[src/rtl/append_frame_footer.sv]
// -----------------------------------------------------------------------------
// append_frame_footer
//
// Streams an AXI-Stream frame through unchanged and then appends a footer.
// The footer is the timestamp, least-significant DATA_WIDTH chunk first. When
// ENABLE_FRAME_LENGTH_FOOTER is set, the frame byte length follows, also LS
// chunk first. The timestamp is consumed together with the first frame beat
// (TIMESTAMP_SAMPLE_AT_SOF = 1) or with the last frame beat (= 0). A
// single-beat frame always consumes it on that beat.
//
// Ports
//   clk, rstn                   : clock, asynchronous active-low reset
//   s_axis_t{data,valid,ready,last}
//                               : frame input (tlast is not forwarded)
//   s_axis_timestamp_t{data,valid,ready}
//                               : timestamp input, one handshake per frame
//   m_axis_t{data,valid,ready,last}
//                               : registered frame + footer output; tlast
//                                 marks the final footer beat only
// -----------------------------------------------------------------------------
module append_frame_footer #(
  parameter int DATA_WIDTH                 = 8,
  parameter int TIMESTAMP_WIDTH            = 72,
  parameter int FRAME_LENGTH_WIDTH         = 16,
  parameter bit ENABLE_FRAME_LENGTH_FOOTER = 1'b0,
  parameter bit TIMESTAMP_SAMPLE_AT_SOF    = 1'b0
) (
  input  logic                       clk,
  input  logic                       rstn,
  input  logic [DATA_WIDTH-1:0]      s_axis_tdata,
  input  logic                       s_axis_tvalid,
  output logic                       s_axis_tready,
  input  logic                       s_axis_tlast,
  input  logic [TIMESTAMP_WIDTH-1:0] s_axis_timestamp_tdata,
  input  logic                       s_axis_timestamp_tvalid,
  output logic                       s_axis_timestamp_tready,
  output logic [DATA_WIDTH-1:0]      m_axis_tdata,
  output logic                       m_axis_tvalid,
  input  logic                       m_axis_tready,
  output logic                       m_axis_tlast
);

  localparam int TS_BEATS       = TIMESTAMP_WIDTH / DATA_WIDTH;
  localparam int LEN_BEATS      = ENABLE_FRAME_LENGTH_FOOTER ? FRAME_LENGTH_WIDTH / DATA_WIDTH : 0;
  localparam int FOOTER_BEATS   = TS_BEATS + LEN_BEATS;
  localparam int FOOTER_WIDTH   = FOOTER_BEATS * DATA_WIDTH;
  localparam int BYTES_PER_BEAT = DATA_WIDTH / 8;
  localparam int CNT_WIDTH      = $clog2(FOOTER_BEATS + 1);

  localparam logic [CNT_WIDTH-1:0]          LAST_CNT   = CNT_WIDTH'(FOOTER_BEATS - 1);
  localparam logic [FRAME_LENGTH_WIDTH-1:0] LEN_MAX    = '1;
  localparam logic [FRAME_LENGTH_WIDTH:0]   BEAT_BYTES = (FRAME_LENGTH_WIDTH + 1)'(BYTES_PER_BEAT);

  typedef enum logic [1:0] {IDLE, FRAME, FOOTER} state_t;

  state_t state, state_next;

  logic out_free;
  logic sample_beat;
  logic frame_ready;
  logic frame_take;
  logic ts_take;
  logic footer_step;
  logic footer_end;

  logic [FRAME_LENGTH_WIDTH-1:0]                 byte_cnt;
  logic [FRAME_LENGTH_WIDTH:0]                   byte_sum;
  logic [FRAME_LENGTH_WIDTH-1:0]                 byte_cnt_next;
  logic [TIMESTAMP_WIDTH-1:0]                    ts_hold;
  logic [TIMESTAMP_WIDTH-1:0]                    ts_sel;
  logic [TIMESTAMP_WIDTH+FRAME_LENGTH_WIDTH-1:0] footer_image;
  logic [FOOTER_WIDTH-1:0]                       footer_sr;
  logic [CNT_WIDTH-1:0]                          footer_cnt;

  // The output register can take a new beat when empty or being drained.
  assign out_free = !m_axis_tvalid || m_axis_tready;

  // In SOF mode the first beat of a frame is the one taken in IDLE; that also
  // covers single-beat frames. Otherwise the tlast beat carries the timestamp.
  assign sample_beat = TIMESTAMP_SAMPLE_AT_SOF ? (state == IDLE) : s_axis_tlast;

  // Byte count including the beat being accepted, saturating instead of wrapping.
  assign byte_sum      = {1'b0, byte_cnt} + BEAT_BYTES;
  assign byte_cnt_next = byte_sum[FRAME_LENGTH_WIDTH] ? LEN_MAX : byte_sum[FRAME_LENGTH_WIDTH-1:0];

  // On an end-of-frame sample the timestamp comes straight from the port,
  // otherwise from the copy latched at start of frame.
  assign ts_sel       = ts_take ? s_axis_timestamp_tdata : ts_hold;
  assign footer_image = {byte_cnt_next, ts_sel};

  // NOTE: sequential state uses non-blocking assignments so every register
  // samples pre-edge values regardless of process ordering.
  always_ff @(posedge clk or negedge rstn) begin
    if (!rstn) state <= IDLE;
    else       state <= state_next;
  end

  // NOTE: every signal gets a default before the case so no path leaves one
  // unassigned, which would otherwise infer a latch.
  always_comb begin
    state_next  = state;
    frame_ready = 1'b0;
    frame_take  = 1'b0;
    ts_take     = 1'b0;
    footer_step = 1'b0;
    footer_end  = 1'b0;
    case (state)
      IDLE, FRAME: begin
        frame_ready = rstn && out_free && (!sample_beat || s_axis_timestamp_tvalid);
        frame_take  = s_axis_tvalid && frame_ready;
        ts_take     = frame_take && sample_beat;
        if (frame_take) state_next = s_axis_tlast ? FOOTER : FRAME;
      end
      FOOTER: begin
        footer_step = out_free;
        // Leave as soon as the last footer beat enters the output register so
        // the next frame's first beat can follow without a bubble.
        footer_end  = out_free && (footer_cnt == LAST_CNT);
        if (footer_end) state_next = IDLE;
      end
      default: state_next = IDLE;
    endcase
  end

  assign s_axis_tready           = frame_ready;
  assign s_axis_timestamp_tready = ts_take;

  always_ff @(posedge clk or negedge rstn) begin
    if (!rstn) begin
      m_axis_tdata  <= '0;
      m_axis_tvalid <= 1'b0;
      m_axis_tlast  <= 1'b0;
      byte_cnt      <= '0;
      ts_hold       <= '0;
      footer_sr     <= '0;
      footer_cnt    <= '0;
    end else if (frame_take) begin
      m_axis_tdata  <= s_axis_tdata;
      m_axis_tvalid <= 1'b1;
      m_axis_tlast  <= 1'b0;
      byte_cnt      <= byte_cnt_next;
      if (ts_take) ts_hold <= s_axis_timestamp_tdata;
      if (s_axis_tlast) begin
        footer_sr  <= footer_image[FOOTER_WIDTH-1:0];
        footer_cnt <= '0;
      end
    end else if (footer_step) begin
      m_axis_tdata  <= footer_sr[DATA_WIDTH-1:0];
      m_axis_tvalid <= 1'b1;
      m_axis_tlast  <= footer_end;
      footer_sr     <= footer_sr >> DATA_WIDTH;
      if (footer_end) begin
        footer_cnt <= '0;
        byte_cnt   <= '0;
      end else begin
        footer_cnt <= footer_cnt + CNT_WIDTH'(1);
      end
    end else if (m_axis_tready) begin
      m_axis_tvalid <= 1'b0;
    end
  end

endmodule

[config.mk]
export PLATFORM = sky130hd
export DESIGN_NAME = append_frame_footer
export DESIGN_NICKNAME = d
export VERILOG_FILES = /design/src/rtl/append_frame_footer.sv
export SDC_FILE = /design/constraint.sdc
export NUM_CORES = 1
export LEC_CHECK = 0
export CAP_MARGIN = 25
export CORE_ASPECT_RATIO = 1.75
export CORE_MARGIN = 3
export CORE_UTILIZATION = 45
export DETAILED_ROUTE_END_ITERATION = 6
export MAX_ROUTING_LAYER = met4
export PLACE_DENSITY = 0.82
export SLEW_MARGIN = 20
export SYNTH_ARGS = -nofsm -noshare
export SYNTH_HDL_FRONTEND = slang
export SYNTH_SLANG_ARGS = --single-unit
[constraint.sdc]
create_clock -name clk -period 1.7 [get_ports clk]
set_clock_uncertainty 0.1 [all_clocks]
set_input_delay 0.34 -clock clk [delete_from_list [all_inputs] [get_ports clk]]
set_output_delay 0.34 -clock clk [all_outputs]
set_load 0.01 [all_outputs]
* Yosys cells after proc, flatten, opt, wreduce, memory -nomap -nowiden
Index checks and enable logic that the tools add are counted.
** Storage, ports and cells
- Latch bits :: 0
- Memories kept :: 0
- Register bits after elaboration :: 160
- Bits in writable memories :: 0
- Bits in read-only memories :: 0
- Word-level logic and storage cells :: 53
** Operators by class
- Add/subtract/negate cells :: 1
- Magnitude comparators :: 0
- Div/mod/pow operators :: 0
- Equality and inequality tests :: 6
- Bitwise operators :: 0
- Multipliers :: 0
- Reduce and logical (&&, ||, !) cells :: 15
- Mux-type cells :: 24
- Shifts and indexed selects :: 0
** Operators by type and width (count)
- $mux W72 :: 4
- $mux W4 :: 4
- $mux W8 :: 2
- $mux W1 :: 10
- $mux W2 :: 3
- $ne A2 B2 Y1 const B :: 3
- $logic_and A1 B1 Y1 :: 5
- $add A4 B1 Y4 const B :: 1
- $eq A4 B4 Y1 const B :: 1
- $pmux W2 S2 :: 1
- $reduce_and A2 Y1 :: 2
- $reduce_bool A3 Y1 :: 1
- $eq A2 B1 Y1 const B :: 1
- $eq A2 B2 Y1 const B :: 1
- $logic_not A1 Y1 :: 2
- $logic_not A2 Y1 :: 1
- $logic_or A1 B1 Y1 :: 2
- $reduce_bool A2 Y1 :: 1
- $reduce_or A2 Y1 :: 1

* Longest topological paths before layout
- Depth after elaboration :: 10
- Depth in mapped cells :: 8

* Worst setup path before layout
Ideal clock, no wire load.
- Path kind :: flip-flop to output port
- Start point :: register m_axis_tvalid
- End point :: output port s_axis_timestamp_tready
- Arrival time :: 1227 ps
- Stages on the path, launching flop included :: 7
- Slack :: 33 ps
- Path through :: dfrtp_1 > nand2b_1 > buf_2 > nand4b_2 > inv_2 > buf_2 > buf_2
** On the way
- Longest elaborated chain between the ends :: 7
** Ends and longest elaborated chain
- start: declaration :: line 38 : output logic m_axis_tvalid,
- start signal: assignment :: line 131 : m_axis_tvalid <= 1'b0;
- start signal: assignment :: line 139 : m_axis_tvalid <= 1'b1;
- start signal: assignment :: line 149 : m_axis_tvalid <= 1'b1;
- $logic_not A1 Y1 :: line 76 : assign out_free = !m_axis_tvalid || m_axis_tready;
- $logic_or A1 B1 Y1 :: line 76
- $logic_and A1 B1 Y1 (2 in a row) :: line 109 : frame_ready = rstn && out_free && (!sample_beat || s_axis_timestamp_tvalid);
- $logic_and A1 B1 Y1 :: line 110 : frame_take = s_axis_tvalid && frame_ready;
- $logic_and A1 B1 Y1 :: line 111 : ts_take = frame_take && sample_beat;
- $mux W1 :: line 107 : case (state)
- end: declaration :: line 36 : output logic s_axis_timestamp_tready,
No other way between the ends.

* Final worst setup path
- Start point :: register m_axis_tvalid
- End point :: register footer_sr[12]
** On the way
- Longest elaborated chain between the ends :: 10
- Elaborated cells on any way between the ends :: 15
- Classes of those cells :: eq/ne (1); mux (6); reduce/logical (8)
** Ends and longest elaborated chain
- $logic_not A1 Y1 (*) :: line 76
- $logic_or A1 B1 Y1 (*) :: line 76
- $logic_and A1 B1 Y1 (2 in a row) :: line 109
- $logic_and A1 B1 Y1 :: line 110
- $logic_and A1 B1 Y1 :: line 111
- $mux W1 :: line 107
- $mux W72
- $mux W72 :: line 143 : if (s_axis_tlast) begin
- $mux W72 :: line 137 : end else if (frame_take) begin
- end signal: assignment :: line 144 : footer_sr <= footer_image[FOOTER_WIDTH-1:0];
- end signal: assignment :: line 151 : footer_sr <= footer_sr >> DATA_WIDTH;
- end: declaration :: line 72 : logic [FOOTER_WIDTH-1:0] footer_sr;
Every way passes the cells marked *; elsewhere a longest branch is shown, timed or not. The select of a mux whose other input is x is not followed.
A chain may end at the register's enable or synchronous reset.

==> flow_summary_export.csv <==
group,metric,value,unit
status,outcome,"complete, but fails checks",
status,violations,"negative setup slack",
layout,antenna_cells,0,
logic_synthesis,syn-instance-count,809,
timing,tightest_slew,643,ps
logic_synthesis,syn-cell-area,7230,um^2
setup_path,path_max_fanout,21,
floorplanning,die_h,174,um
cts,clockBufferDepth,2,
layout,area_growth,36.8,%
timing,final_hold_viol_count,0,
logic_synthesis,synth.top_cell.area_share,52.6,%
routing,routed-via-count,6458,
timing,rsz0062_at_grt,"yes",
setup_path,crit_slowest_cell,"dfrtp_1",
timing,worst_slack,-153,ps
routing,drc_errors,0,
setup_path,endpoint_kind,"flip-flop",
floorplanning,fp.dieArea,17700,um^2
global_routing,grt_max_degree,111,
routing,dr.first_iter.drc_count,570,
setup_path,cp_common_cell,"buf_6",
global_routing,grt.total_usage,24.0,%
timing,period_share,109,%
cts,cts-root-buf,"clkbuf_16",
layout,fin_nets,998,
power_and_ir_drop,p_int,10500,uW
setup_path,critPathLaunchType,"flip-flop",
routing,wl,21400,um
worst_hold_path,hold_path_class,"in -> reg",
setup_path,max_stage_delay,410,ps
global_routing,grt_pass1_wl,32300,um
global_routing,grt_overflow,0,
place,gp_congestion,0.820,
routing,via_per_inst,5.83,
logic_synthesis,synth-seq-cells,152,
power_and_ir_drop,p_seq_share,38.8,%
place,dp_hpwl,12800,um
logic_synthesis,syn_avg_cell_area,8.93,um^2
timing,holdWs,226,ps
logic_synthesis,synth.distinct_cells,30,
setup_path,worstPathRequired,1900,ps
power_and_ir_drop,swShare,33.2,%
timing,setup_violations,41,
logic_synthesis,synth_area_leaders,"dfrtp_1, nand2_1, a211oi_1",
floorplanning,io_pins,98,
timing,fin_crit,1850,ps
timing,slew_viol_final,0,
logic_synthesis,synth-main-ff-cell,"dfrtp_1",
power_and_ir_drop,p_comb_share,33.2,%
logic_synthesis,synth_most_common_cell,"nand2_1",
cts,numCtsBuffers,17,
cts,cts_tree,"done",
setup_path,worstSetupPathType,"reg -> reg",
global_routing,grt_pass1_vias,6397,
place,io_buffers,97,
logic_synthesis,yosys_warnings,0,
routing,drt-wirelength-per-cell,19.3,um
logic_synthesis,synth_edf_count,0,
cts,h-tree-depth,4,
logic_synthesis,synth.net_count,897,
routing,drt-pass1-iter-count,5,
run,cap_violations,0,
floorplanning,rows,60,
power_and_ir_drop,power_switching,5210,uW
power_and_ir_drop,vdd_ir_drop_max,831,uV
logic_synthesis,synth_area_leader_cell,"dfrtp_1",
setup_path,worstPathArrival,2050,ps
power_and_ir_drop,pwr-share-clk,28.0,%
floorplanning,start_util,46.5,%
layout,layout-drive-gt1-share,19.2,%
timing,fmax,540,MHz
setup_path,cp_cell_sequence,"nand2b_4 > buf_6 > buf_6 > and4_4 > buf_16 > nor2_1 > o31ai_1",
routing,drtAntennaViolNets,0,
power_and_ir_drop,leakage,0.00446,uW
logic_synthesis,synth_common_cells,"nand2_1, dfrtp_1, nand3_1",
cts,path_clk_slew,60,ps
logic_synthesis,ys_seq_area_share,52.6,%
floorplanning,core,15500,um^2
cts,cts_num_sinks,152,
floorplanning,die_w,102,um
timing,maxSlewHeadroom,57.1,%
logic_synthesis,synthArstFlopShare,100,%
power_and_ir_drop,powerDensity,1590,nW/um^2
cts,clk_latency,420,ps
global_routing,grt_antenna_before_repair,0,
power_and_ir_drop,total_power,15700,uW
==> cells in the final DEF, fill, tap and decap left out, types with 19 or more instances in the layout <==
cell type	Yosys	routed
nand3_1	77	69
o31ai_1	64	59
dfrtp_1	152	151
nor2_1	66	55
clkbuf_16	0	19
a211oi_2	0	47
nor2b_1	66	64
buf_4	0	32
nand2_1	202	201
clkdlybuf4s50_1	0	80
==> path summary, 6_finish.rpt <==
path	startpoint	slack (ps)	to	depth (start not counted)
min reg2reg	ts_hold[59]	370	ts_hold[59]	2
max	m_axis_tvalid	-150	footer_sr[12]	7
max in group asynchronous	rstn	370	state[1]	3
max reg2reg	m_axis_tvalid	-150	footer_sr[12]	7
min	rstn	230	state[0]	4
min in group asynchronous	rstn	680	ts_hold[17]	3
==> layer usage <==
layer / global-route usage, % / share of wire (%)
met5: - / 0
met3: 4.03 / 3.9
met1: 27.6 / 37
met4: 10.9 / 4.7
met2: 40.4 / 54
==> registers in the layout (all words and copies together), names as in the netlist <==
signal,flops
m_axis_tlast,1
m_axis_tvalid,1
footer_cnt,4
ts_hold,64
m_axis_tdata,8
footer_sr,72
state,2
==> cell type report <==
class,count,area [um^2]
Fill cell,1147,5650
Tap cell,186,233
Inverter,5,21.3
Timing Repair Buffer,153,1620
Sequential cell,152,3800
Clock inverter,9,220
Clock buffer,22,454
Multi-Input combinational cell,581,3530
==> critical path, delay by kind of cell (launching register included) <==
| family | cells | cell delay [ps] |
|---|---|---|
| AO/OA/AOI/OAI | 1 | 340 |
| flip-flops | 1 | 410 |
| buffers and inverters | 3 | 380 |
| AND/OR/NAND/NOR | 3 | 480 |
==> per-stage QoR <==
| step | util, % | cell area (um^2) | TNS, ps | worst slack [ps] | std cells |
|---|---|---|---|---|---|
| global route | 63.6 | 9890 | -5000 | -209 | 1108 |
| CTS | 61.5 | 9560 | -439 | -78.0 | 1104 |
| finish | 63.6 | 9890 | -1380 | -153 | 1108 |
| floorplan | - | 7230 | 0 | 32.7 | 809 |
| detailed placement | 55.2 | 8580 | -89550 | -738 | 1064 |
| global placement | 55.2 | 8580 | -80390 | -709 | 1064 |
==> power groups by stage <==
stage                     Clock [uW]  Combinational [uW]  Sequential (uW)
after global routing            4560                5750             6220
after floorplan                    0                3000             5770
final                           4390                5200             6080
after global placement             0                4360             5970
after detailed placement           0                4540             6020
after CTS                       4400                4780             5980
==> repair_timing <==
| action | 4_1_cts | 5_1_grt |
|---|---|---|
| setup buffers | 6 | 2 |
| hold buffers | 1 | 0 |
| gates resized for setup | 76 | 56 |
| gates cloned | 2 | 3 |
| endpoints found under the setup margin | 162 | 78 |
| pin swaps | 29 | 47 |
| hold endpoints to repair | 85 | 0 |
==> cell families after synthesis <==
| kind of cell | Yosys count | synth area share, % |
|---|---|---|
| adder cells (fa/ha/maj) | 2 | 0.346 |
| buffers and inverters | 76 | 4.55 |
| AO/OA/AOI/OAI | 151 | 15.8 |
| flip-flops | 152 | 52.6 |
| multiplexers | 1 | 0.139 |
| AND/OR/NAND/NOR | 427 | 26.6 |
Note: power is estimated with default switching activity, not from simulation.
